==> config.mk <==
export PLATFORM = sky130hd
export DESIGN_NAME = serial_adder_ctrl
export DESIGN_NICKNAME = d
export VERILOG_FILES = /design/src/rtl/serial_adder_ctrl.sv
export SDC_FILE = /design/constraint.sdc
export NUM_CORES = 1
export LEC_CHECK = 0
export BUFFER_PORTS_ARGS = -buffer_cell sky130_fd_sc_hd__buf_2
export CAP_MARGIN = 5
export CORE_MARGIN = 4
export CORE_UTILIZATION = 40
export CTS_CLUSTER_DIAMETER = 60
export DETAILED_ROUTE_END_ITERATION = 10
export GPL_TIMING_DRIVEN = 0
export PLACE_DENSITY = 0.63
export SLEW_MARGIN = 20
export SYNTH_ARGS = -nofsm -noshare
export SYNTH_HDL_FRONTEND = slang
export SYNTH_SLANG_ARGS = --single-unit
==> constraint.sdc <==
create_clock -name clk -period 1.4 [get_ports clk]
set_input_delay 0.14 -clock clk [delete_from_list [all_inputs] [get_ports clk]]
set_output_delay 0.14 -clock clk [all_outputs]
set_load 0.02 [all_outputs]
==> src/rtl/serial_adder_ctrl.sv <==
// serial_adder_ctrl: bit-serial adder sequencer.
// A single full-adder cell (two half adders plus an OR) is reused once per
// clock, LSB first, to add two WIDTH-bit operands.
// The start/busy/done handshake lets a register-level requester issue
// additions to the shared cell.
// Optional feature macro: SERIAL_ADDER_OVF_EN adds the ovf output, which is the
// signed two's-complement overflow flag.
module serial_adder_ctrl #(
  parameter  int WIDTH = 8,
  localparam int CNT_W = $clog2(WIDTH + 1)
) (
  input  logic             clk,
  input  logic             rst_n,
  input  logic             start,
  input  logic [WIDTH-1:0] a,
  input  logic [WIDTH-1:0] b,
  output logic             busy,
  output logic             done,
  output logic [WIDTH-1:0] sum,
  output logic             cout
`ifdef SERIAL_ADDER_OVF_EN
  ,
  output logic             ovf
`endif
);

  typedef enum logic [1:0] {
    S_IDLE = 2'd0,
    S_RUN  = 2'd1,
    S_DONE = 2'd2
  } state_t;

  state_t           r_state;
  state_t           w_state_next;

  logic [WIDTH-1:0] r_a;
  logic [WIDTH-1:0] r_b;
  logic [WIDTH-1:0] r_res;
  logic             r_carry;
  logic [CNT_W-1:0] r_cnt;

  // Bit cell: the first half adder takes a and b; the second adds the carry in.
  logic w_ha1_s;
  logic w_ha1_c;
  logic w_ha2_s;
  logic w_ha2_c;
  logic w_s;
  logic w_c;

  assign w_ha1_s = r_a[0] ^ r_b[0];
  assign w_ha1_c = r_a[0] & r_b[0];
  assign w_ha2_s = w_ha1_s ^ r_carry;
  assign w_ha2_c = w_ha1_s & r_carry;
  assign w_s     = w_ha2_s;
  assign w_c     = w_ha1_c | w_ha2_c;

  // The result register with this cycle's sum bit shifted in at the MSB.
  logic [WIDTH-1:0] w_res_next;
  logic             w_last;
  logic             w_accept;

  assign w_res_next = {w_s, r_res[WIDTH-1:1]};
  assign w_last     = (r_cnt == CNT_W'(WIDTH - 1));
  // A new request is taken in IDLE, and also in DONE so that back-to-back
  // additions lose no extra cycle.
  assign w_accept   = start && ((r_state == S_IDLE) || (r_state == S_DONE));

  // State register
  always_ff @(posedge clk or negedge rst_n) begin
    if (!rst_n) begin
      r_state <= S_IDLE;
    end else begin
      r_state <= w_state_next;
    end
  end

  // Next-state logic and handshake outputs
  always_comb begin
    w_state_next = r_state;
    busy         = 1'b0;
    done         = 1'b0;
    case (r_state)
      S_IDLE: begin
        if (start) begin
          w_state_next = S_RUN;
        end
      end
      S_RUN: begin
        busy = 1'b1;
        if (w_last) begin
          w_state_next = S_DONE;
        end
      end
      S_DONE: begin
        done         = 1'b1;
        w_state_next = start ? S_RUN : S_IDLE;
      end
      default: begin
        w_state_next = S_IDLE;
      end
    endcase
  end

  // Operand and result shifting; visible outputs load only on the final bit
  always_ff @(posedge clk or negedge rst_n) begin
    if (!rst_n) begin
      r_a     <= '0;
      r_b     <= '0;
      r_res   <= '0;
      r_carry <= 1'b0;
      r_cnt   <= '0;
      sum     <= '0;
      cout    <= 1'b0;
`ifdef SERIAL_ADDER_OVF_EN
      ovf     <= 1'b0;
`endif
    end else if (w_accept) begin
      r_a     <= a;
      r_b     <= b;
      r_res   <= '0;
      r_carry <= 1'b0;
      r_cnt   <= '0;
    end else if (r_state == S_RUN) begin
      r_a     <= r_a >> 1;
      r_b     <= r_b >> 1;
      r_res   <= w_res_next;
      r_carry <= w_c;
      r_cnt   <= r_cnt + CNT_W'(1);
      if (w_last) begin
        sum  <= w_res_next;
        cout <= w_c;
`ifdef SERIAL_ADDER_OVF_EN
        // r_carry holds the carry into the MSB; w_c is the carry out of it.
        ovf  <= r_carry ^ w_c;
`endif
      end
    end
  end

endmodule

# == Yosys cells after proc, flatten, opt, wreduce, memory -nomap -nowiden ==
# Index checks and enable logic that the tools add are counted.
# classes
eq_ne,5
n_mux,16
n_reduce_logical,6
add_sub_neg,1
n_bitwise,6
# op_table
cell,n
8-bit two-way mux,6
4-bit two-way mux,2
2-bit one-hot mux with 3 select lines,1
1-bit two-way mux,5
4-bit by 1-bit adder with 4-bit output (second input constant),1
4-bit by 3-bit == test with 1-bit output (second input constant),1
2-bit two-way mux,2
2-bit != test (second input constant),2
3-bit AND reduction,1
1-bit AND,2
2-bit by 1-bit == test with 1-bit output (second input constant),1
2-bit == test (second input constant),1
2-bit logical NOT,1
2-bit AND reduction,1
2-bit nonzero test,1
1-bit XOR,2
1-bit logical AND,1
1-bit logical OR,1
1-bit NOT,1
1-bit bitwise OR,1
# totals
register_bits,40
output_inout_bits,11
elab_cells,42

# == Logic depth before layout (Yosys ltp) ==
# logic_depth
ltp_word,5
depth_mapped,5
ltp_nobuf,4

# == Least setup slack after synthesis ==
# No wires, ideal clock.
# synth_path
path_kind,reg2reg
start,reg r_cnt[0]
end,reg cout
stages_incl_launch_ff,6
t_required_ns,1.275
arrival_time_ns,1.255
path_slack_ns,0.020
setup_ns,0.125
cell_sequence,dfrtp_1 ha_1 nand2_1 nor3b_2 buf_4 mux2_2
# synth_via
elab_chain_len,2
# synth_rtl
element,line,source
from (decl),40,logic [CNT_W-1:0] r_cnt;
from (signal assigned),128,r_cnt <= r_cnt + CNT_W'(1);
4-bit by 3-bit == test with 1-bit output,63,assign w_last = (r_cnt == CNT_W'(WIDTH - 1));
3-bit AND reduction (no source line),n/a,
to (signal assigned),131,cout <= w_c;
to (decl),20,output logic cout
# No other way between the ends.
# A chain may end at the register's enable or synchronous reset.

# == Final worst setup path ==
# layout_path
start,reg r_cnt[1]
end,reg sum[5]
# layout_via
elab_chain_len,2
# layout_rtl
element,line,source
4-bit by 3-bit == test with 1-bit output,63,
3-bit AND reduction (no source line),n/a,
to (signal assigned),130,sum <= w_res_next;
to (decl),19,"output logic [WIDTH-1:0] sum,"
# No other way between the ends.

==> results.md <==
- Die ar.: 5110 sq um
- Cells along the critical path: ha_2 > nand2_2 > nor3b_4 > buf_6 > mux2_4
- Combinational Power Share: 0.428
- GP Congestion: 0.727
- WP data required: 1.57 ns
- Slew Limit Fails: 0
- Hold Slack: 0.0659 ns
- CP max stage delay: 0.36 ns
- Startpoint types: flop
- Post-synth top flop: dfrtp_1
- First-pass GRT wire length: 5270 um
- EDFF count, synth: 0
- Share of the synthesized area in the top cell type: 0.605
- # diodes: 0
- Leakage: 1.12 nW
- FF-to-FF setup slack: -0.06 ns
- Final period utilization: 1.04
- Clk pin slew, worst setup/hold paths: 0.08 ns
- Non-filler instance count after layout: 215
- Top cells by area, synth: dfrtp_1, a22o_1, mux2_2
- Vias in the first global route: 1136
- Crit path max fanout: 5
- Internal Pwr Total: 3.58 mW
- GR Util All Layers: 0.134
- TritonCTS buffer count: 5
- Post-synthesis sequential area ratio: 0.605
- Yosys warnings: 0
- Post-synth top area cell: dfrtp_1
- 1st-iter DRT viols: 44
- Worst path buffer plus inverter count: 1
- Worst-skew pair later-pin latency: 0.29 ns
- Final Hold Violating Endpoints: 0
- Placed cells: 195
- Overall Power: 5.27 mW
- Sequential Power Share: 0.366
- Setup WS post-layout: -0.0584 ns
- Sw frac: 0.321
- Share of power burned in the clock network: 0.206
- Synth top cells by count: dfrtp_1, a22o_1, mux2_2, a21o_1, nand2_1
- Post-layout util: 0.562
- #FFs+latches synth: 39
- Die W: 71.5 um
- Avg Cell Area, Syn: 13.7 sq um
- Largest net degree at the start of global routing: 40
- Status: complete, but fails checks
- WS Path Type: flop to flop
- Critical Path End Type: flop
- CTS tree: done
- Clock Sinks: 39
- Top-count cell post-synth: dfrtp_1
- Endpoints failing setup: 9
- DR pass1 iterations: 4
- DR vias/cell: 5.20
- Post-Place Setup Slack: -0.122 ns
- CP Capture Point: sum[5]
- CTS HTree Levels: 2
- Slew HR: 0.436
- I/O Pins: 30
- CP delay by family, top: flip-flops
- DRT Wirelength: 3260 um
- Reg2reg start: r_cnt[1]
- ANT nets after route: 0
- Nets: 187
- DP HPWL: 2110 um
- Design Area, Final: 2120 sq um
- Max VDD drop: 1.00 mV
- Slowest CP cell: dfrtp_1
- Total number of vias: 1118
- FF-to-FF path depth: 5
- Clock buffer depth: 2
- Initial antenna violation count: 0
- Async SR Flop Fraction: 1.00
- Count of input and output buffers: 29
- Fillers: 318
- Cell Rows: 22
- Root Driver: clkbuf_8
- RSZ-0062 raised after global routing: true
- Psw: 1.70 mW
- PwrDens: 2490 nW/um^2
- Starting Density: 0.428
- Crit path depth: 5
- Post-synthesis cell type count: 18
- Mapped Nets: 139
- Worst Skew: 0.00530 ns
- Synthesized area: 1610 sq um
- Setup_tns: -0.344 ns
- Core Box Area: 3770 sq um
- Die height: 71.5 um
- Overflow after GRT: 0
- Failing checks: setup timing
- Clock period minus worst slack: 1.46 ns
- Crit path DAT: 1.63 ns
- CP Launch Point: r_cnt[1]
- R2R Path End: sum[5]
- Peak Freq: 686 MHz
- Post-Syn Instances: 118
- Max-Cap Viols: 0
- Drt wl/cell: 15.2 um
- Area after DPL: 1820 sq um
- P&R area growth vs syn: 31.4%
- DRC Markers: 0
- Share of layout cells above drive strength 1: 0.425
- Worst Tran Pin Value: 0.847 ns
- Tightest Hold Check Type: input port to flop
## state kept, by name, indices dropped and copies added (netlist names)
| signal | cells |
|---|---|
| r_state | 2 |
| r_res | 7 |
| r_cnt | 4 |
| r_b | 8 |
| r_a | 8 |
| cout | 1 |
| r_carry | 1 |
| sum | 8 |
## power groups by stage
stage	logic (mW)	clock network, mW	registers [mW]
2_1_floorplan	1.24	0	2.02
3_3_place_gp	1.77	0	1.92
3_5_place_dp	1.81	0	1.95
4_1_cts	2.15	1.11	1.93
5_1_grt	2.46	1.16	2.00
6_report	2.26	1.09	1.93
## logic make-up after synthesis
group | synth area share
muxes | 0.120
DFF | 0.605
adders and majority gates | 0.0202
and+or+nand+nor | 0.0559
buffers and inverters | 0.0295
AOI/OAI and AO/OA | 0.169
## worst register-to-register path: cells and delay by family (launching register included)
| family | cells | cell delay [ns] |
|---|---|---|
| flops | 1 | 0.36 |
| mux | 1 | 0.31 |
| simple gates | 2 | 0.30 |
| fa+ha+maj | 1 | 0.19 |
| buf+inv | 1 | 0.17 |
## layout make-up
class | instances | area [sq um] | area share
plain buffers | 8 | 67.6 | 0.0319
clock buffers | 6 | 72.6 | 0.0342
clock inverters | 2 | 60.1 | 0.0283
multi-input cells | 71 | 636 | 0.300
flip-flops and latches | 39 | 976 | 0.460
well taps | 48 | 60.1 | 0.0283
repair buffers | 41 | 248 | 0.117
## how the worst min path moves through the flow
stage                      from      to  depth (start not counted)
final                      a[4]  r_a[4]                          3
after floorplan           rst_n    cout                          0
after detailed placement  rst_n  r_a[1]                          1
after CTS                  a[1]  r_a[1]                          3
after global placement    rst_n  r_a[2]                          1
after global routing       a[1]  r_a[1]                          3
## layout by cell type (no fill, tap or decap)
cell / netlist / final
a21o_1: 9 / 9
a22o_1: 20 / 20
and2b_2: 0 / 1
buf_2: 5 / 31
buf_4: 3 / 12
buf_6: 0 / 4
buf_8: 0 / 1
bufinv_16: 0 / 2
clkbuf_1: 0 / 1
clkbuf_8: 0 / 5
dfrtp_1: 39 / 39
dlygate4sd3_1: 0 / 1
fa_1: 1 / 1
ha_2: 0 / 1
mux2_2: 11 / 2
mux2_4: 0 / 9
mux2i_1: 7 / 7
nand2_1: 9 / 8
nand2_2: 0 / 1
nand2b_1: 1 / 1
nand4_1: 1 / 1
nor2_1: 1 / 1
nor2b_1: 1 / 1
nor2b_4: 1 / 1
nor3b_4: 0 / 1
o21ai_0: 6 / 6
## per-layer routing
layer,global-route usage,vias to the layer above,wire [um]
met3,0.0421,6,162
met2,0.210,22,1630
li1,-,523,-
met5,0,-,0
met4,0.0731,0,47
met1,0.165,567,1420
## what timing repair did
| item | in CTS | in global routing |
|---|---|---|
| setup endpoints to repair | 15 | 15 |
| gates cloned | 1 | 0 |
| setup buffers | 5 | 5 |
| hold buffers | 1 | 0 |
| endpoints found under the hold margin | 39 | 0 |
| resized for setup | 20 | 3 |
| pin swaps | 2 | 0 |
No activity file was read; power rests on OpenSTA's default activity.
